`src/rtl/pkt_slip_tx.sv`:
```
// SLIP frame encoder: drains a byte FIFO into a registered ready/valid byte stream.
// Optional CRC-8 trailer (poly 0x07) is built when SLIP_TX_CRC_EN is defined.
//
// state    | meaning
// ---------+------------------------------------------------------------
// IDLE     | no packet in progress, waiting for a FIFO byte
// LEAD     | emit leading END (0xC0)
// DATA     | pop and emit a payload byte (or its ESC prefix)
// ESC2     | emit the held second code of an escaped payload byte
// CRC      | emit CRC byte (or its ESC prefix)          [SLIP_TX_CRC_EN]
// CRC_ESC2 | emit the held second code of an escaped CRC [SLIP_TX_CRC_EN]
// TERM     | emit trailing END (0xC0)
module pkt_slip_tx #(
    parameter int LEAD_END = 1
) (
    input  logic       clk,
    input  logic       rst,
    input  logic [7:0] in_data,
    input  logic       in_last,
    input  logic       in_empty,
    output logic       in_re,
    output logic [7:0] out_data,
    output logic       out_valid,
    input  logic       out_ready,
    output logic       busy
);

    localparam logic [7:0] END_B   = 8'hC0;
    localparam logic [7:0] ESC_B   = 8'hDB;
    localparam logic [7:0] ESC_END = 8'hDC;
    localparam logic [7:0] ESC_ESC = 8'hDD;

    typedef enum logic [2:0] {
        IDLE,
        LEAD,
        DATA,
        ESC2,
`ifdef SLIP_TX_CRC_EN
        CRC,
        CRC_ESC2,
`endif
        TERM
    } state_t;

`ifdef SLIP_TX_CRC_EN
    localparam state_t AFTER_DATA = CRC;
`else
    localparam state_t AFTER_DATA = TERM;
`endif

    state_t     state;
    state_t     state_eff;
    logic       free;
    logic [7:0] esc_q;
    logic       last_q;

`ifdef SLIP_TX_CRC_EN
    logic [7:0] crc;

    function automatic logic [7:0] crc8_next(input logic [7:0] c, input logic [7:0] d);
        logic [7:0] r;
        r = c ^ d;
        for (int i = 0; i < 8; i++) begin
            r = r[7] ? ({r[6:0], 1'b0} ^ 8'h07) : {r[6:0], 1'b0};
        end
        return r;
    endfunction
`endif

    function automatic logic is_special(input logic [7:0] b);
        return (b == END_B) || (b == ESC_B);
    endfunction

    function automatic logic [7:0] second_code(input logic [7:0] b);
        return (b == END_B) ? ESC_END : ESC_ESC;
    endfunction

    // IDLE leaves in the same cycle a byte appears, so the first code loads
    // one cycle after in_empty falls and packets follow TERM without a bubble.
    always_comb begin
        free      = !out_valid || out_ready;
        state_eff = state;
        if (state == IDLE && !in_empty)
            state_eff = (LEAD_END != 0) ? LEAD : DATA;
        in_re = !rst && (state_eff == DATA) && !in_empty && free;
    end

    assign busy = !rst && (state != IDLE);

    always_ff @(posedge clk) begin
        if (rst) begin
            state     <= IDLE;
            out_data  <= 8'h00;
            out_valid <= 1'b0;
            esc_q     <= 8'h00;
            last_q    <= 1'b0;
`ifdef SLIP_TX_CRC_EN
            crc       <= 8'h00;
`endif
        end else if (!free) begin
            state <= state_eff;
        end else begin
            out_valid <= 1'b0;
            state     <= state_eff;
            case (state_eff)
                IDLE: state <= IDLE;
                LEAD: begin
                    out_data  <= END_B;
                    out_valid <= 1'b1;
                    state     <= DATA;
                end
                DATA: begin
                    if (!in_empty) begin
                        out_valid <= 1'b1;
                        last_q    <= in_last;
`ifdef SLIP_TX_CRC_EN
                        crc       <= crc8_next(crc, in_data);
`endif
                        if (is_special(in_data)) begin
                            out_data <= ESC_B;
                            esc_q    <= second_code(in_data);
                            state    <= ESC2;
                        end else begin
                            out_data <= in_data;
                            state    <= in_last ? AFTER_DATA : DATA;
                        end
                    end
                end
                ESC2: begin
                    out_data  <= esc_q;
                    out_valid <= 1'b1;
                    state     <= last_q ? AFTER_DATA : DATA;
                end
`ifdef SLIP_TX_CRC_EN
                CRC: begin
                    out_valid <= 1'b1;
                    if (is_special(crc)) begin
                        out_data <= ESC_B;
                        esc_q    <= second_code(crc);
                        state    <= CRC_ESC2;
                    end else begin
                        out_data <= crc;
                        state    <= TERM;
                    end
                end
                CRC_ESC2: begin
                    out_data  <= esc_q;
                    out_valid <= 1'b1;
                    state     <= TERM;
                end
`endif
                TERM: begin
                    out_data  <= END_B;
                    out_valid <= 1'b1;
`ifdef SLIP_TX_CRC_EN
                    crc       <= 8'h00;
`endif
                    state     <= IDLE;
                end
                default: state <= IDLE;
            endcase
        end
    end

endmodule
```
`config.mk`:
```
export PLATFORM = sky130hd
export DESIGN_NAME = pkt_slip_tx
export DESIGN_NICKNAME = d
export VERILOG_FILES = /design/src/rtl/pkt_slip_tx.sv
export SDC_FILE = /design/constraint.sdc
export NUM_CORES = 1
export LEC_CHECK = 0
export CAP_MARGIN = 10
export CORE_ASPECT_RATIO = 1.4
export CORE_MARGIN = 5
export CORE_UTILIZATION = 30
export DETAILED_ROUTE_END_ITERATION = 8
export GPL_TIMING_DRIVEN = 1
export PLACE_DENSITY = 0.61
export SYNTH_ARGS = -nofsm -noshare
export SYNTH_HDL_FRONTEND = slang
export SYNTH_SLANG_ARGS = --single-unit
```
`constraint.sdc`:
```
create_clock -name clk -period 1.65 [get_ports clk]
set_clock_uncertainty 0.1 [all_clocks]
set_input_delay 0.495 -clock clk [delete_from_list [all_inputs] [get_ports clk]]
set_output_delay 0.495 -clock clk [all_outputs]
set_load 0.02 [all_outputs]
```
==> impl_metrics.csv <==
group,metric,value,unit
global_route,grt_util_all_layers,13.4,%
sta,worst_slack,-0.504,ns
job,max-cap-violations,0,
placement,place_hpwl,2.00,mm
logic_synthesis,yosysSeqAreaShare,34.9,%
routing,avgRoutedWirePerCell,14.6,µm
power_and_ir_drop,ir_worst_vdd,0.000594,V
final_layout,antenna_cells,0,
floorplanning,initial_core_util,30.5,%
clock_tree,cts_tree,"done",
placement,io_buffers,23,
logic_synthesis,synth_top_family_by_area,"compound AO/OA/AOI/OAI gates",
setup_path,path_max_fanout,2,
power_and_ir_drop,p_per_area,721,nW/µm²
sta,tns,-1.27,ns
logic_synthesis,ys_types,36,
sta,tightest_slew,0.378,ns
setup_path,endpoint,"in_re",
logic_synthesis,synth.avg_cell_area,8.03,µm²
final_layout,post-route-cell-area,1490,µm²
sta,min_period,2.15,ns
logic_synthesis,synth_compound_area_share,35.1,%
worst_hold_path,hp-start,"last_q",
logic_synthesis,synth_fa_ha_area_share,0,%
power_and_ir_drop,fin_total_pwr,1070,µW
setup_path,worstSetupEndpointType,"output pin",
setup_path,r2r_end,"out_data[4]",
clock_tree,cts_buffers,3,
routing,first_pass_iters,4,
logic_synthesis,synthArstFlopShare,0,%
outcome,violations,"setup timing",
clock_tree,root_buffer,"clkbuf_8",
logic_synthesis,synth_seq_cells,15,
floorplanning,die_x,55.2,µm
logic_synthesis,synth_warnings,0,
floorplanning,ios,24,
outcome,status,"finished, violations left",
final_layout,drive_gt1_share,41.3,%
global_route,grt_pass1_vias,917,
global_route,antenna_found_initial,0,
final_layout,nets,169,
logic_synthesis,synth_xor_xnor_area_share,0,%
floorplanning,dieArea,4050,µm²
logic_synthesis,synth-simple-area-share,25.9,%
setup_path,startpoint,"state[0]",
floorplanning,row_count,23,
setup_path,arrival,1.56,ns
setup_path,worst_setup_path_start_kind,"flop",
clock_tree,cts_max_level,1,
logic_synthesis,synthCells,107,
sta,hold_violations,0,
sta,worst_slew_margin_rel,74.8,%
routing,remaining_drc_errors,0,
floorplanning,die_y,73.3,µm
setup_path,cp_data_required_time,1.05,ns
clock_tree,cts_sinks,15,
setup_path,cpPeakStageDelay,0.40,ns
worst_hold_path,hp-class,"flop to flop",
setup_path,reg2reg_slack,-0.12,ns
setup_path,reg2reg_from,"state[0]",
global_route,gr-total-overflow,0,
placement,dpl-instance-area,1310,µm²
global_route,grt_pass1_wl,4.29,mm
setup_path,slowest_stage,"or3_4",
setup_path,rr_worst_depth,5,
clock_tree,path_clk_slew,0.06,ns
placement,routabilityCongestion,0.804,
sta,max_freq,464,MHz
routing,drt_iter0_drc,32,
final_layout,areaGrowthSynthToFinish,73.1,%
routing,viasPerCell,5.24,
logic_synthesis,synth.area.mux_share,0,%
logic_synthesis,synth-edff-count,0,
clock_tree,clk_latency,0.24,ns
setup_path,crit_chain,"or3b_4 -> or3_4 -> nor2_4 -> buf_6",
routing,ant_nets,0,
power_and_ir_drop,p_leak,0.000609,µW
floorplanning,core_region_area,2820,µm²
logic_synthesis,syn_nets,120,
setup_path,critPathKind,"flop to output pin",
logic_synthesis,syn_area,860,µm²
sta,slew_violations,0,
routing,totalWireLength,2.80,mm
global_route,grt_max_degree,17,
sta,min_period_over_period,131,%
routing,vias,1007,
clock_tree,cts_buffer_depth,2,
sta,grt_setup_unrepaired,"yes",
sta,setup_viol,10,
logic_synthesis,synth_flop_cell,"dfxtp_1",
metal layers:
layer  wire length [µm]  part of all wire [%]  vias up  global-route usage, %
met1               1040                    37      474                   13.4
met2               1620                    58       30                   26.8
met4                 57                   2.0        0                   4.86
li1                   -                     -      497                      -
met3                 86                   3.1        6                   2.64
met5                  0                     0        -                      0
cells in the mapped netlist (2+ instances only):
library cell / instances / area, µm²
dfxtp_1: 15 / 300
a21oi_1: 14 / 70.1
nor2_1: 10 / 37.5
o21ai_0: 8 / 40.0
a211oi_1: 7 / 52.6
clkbuf_1: 5 / 18.8
nor2b_1: 5 / 31.3
nand2_1: 4 / 15.0
nand2b_1: 4 / 25.0
nor3_1: 3 / 15.0
a31oi_1: 2 / 12.5
and2b_1: 2 / 15.0
buf_1: 2 / 7.51
o21ai_1: 2 / 10.0
or3_1: 2 / 12.5
or3b_1: 2 / 17.5
what timing repair did:
action | in CTS | in global routing
setup endpoints to repair | 26 | 16
resized for setup | 42 | 24
buffers inserted | 1 | 4
hold buffers | 0 | 0
pin swaps | 12 | 7
area by class of cell:
cell class              instances  area [µm²]
clock buffers                   4        45.0
multi-input cells              83         644
flip-flops and latches         15         304
fillers                       293        1330
inverters                       1        3.75
repair buffers                 52         444
well taps                      37        46.3
state kept, by name, indices dropped and copies added, names as in the netlist:
signal	count
out_valid	1
out_data	8
last_q	1
state	3
esc_q	2
worst min-delay path by stage:
stage	to	slack, ns	cells after the start
after floorplan	last_q	0.35	2
after global placement	out_data[5]	0.37	2
after detailed placement	last_q	0.38	2
after CTS	last_q	0.38	2
after global routing	last_q	0.41	2
final	last_q	0.38	2
metrics by stage:
step,utilization (%),worst slack (ns),hold WS [ns],std cells
floorplan,-,-0.190,0.350,107
global placement,46.4,-1.06,0.368,183
detailed placement,46.4,-1.09,0.375,183
CTS,48.0,-0.515,0.384,188
global route,52.8,-0.547,0.406,192
finish,52.8,-0.504,0.380,192
cell usage in the layout (no fill, tap or decap), types with 2 or more instances in the layout:
cell type and count:
a211oi_1 4, a211oi_2 3, a21oi_1 13, a31oi_1 2
and2b_1 2, buf_2 2, buf_4 25, buf_6 7
clkbuf_8 3, dfxtp_1 12, dfxtp_2 3, dlygate4sd2_1 14
dlymetal6s2s_1 2, nand2_1 4, nand2b_1 4, nor2_1 7
nor2_4 4, nor2b_1 5, nor3_2 3, o21ai_0 7
o21ai_1 3, or3_4 2, or3b_4 2
kinds of logic after synthesis:
| kind of cell | after synthesis |
|---|---|
| AND/OR/NAND/NOR | 39 |
| buffers and inverters | 9 |
| AO/OA/AOI/OAI | 44 |
| flip-flops | 15 |
power by group:
| part | total [µW] | switching, µW | internal [µW] |
|---|---|---|---|
| sequential | 404 | 12.9 | 391 |
| combinational | 369 | 187 | 182 |
| clock | 300 | 129 | 171 |
| total | 1070 | 329 | 744 |
worst max-delay path: cells and delay by family, from the launching register on:
kind	cells	cell delay [ns]
AND/OR/NAND/NOR	3	0.88
flip-flops	1	0.32
buffers and inverters	1	0.12
(Power assumes the default switching activity.)
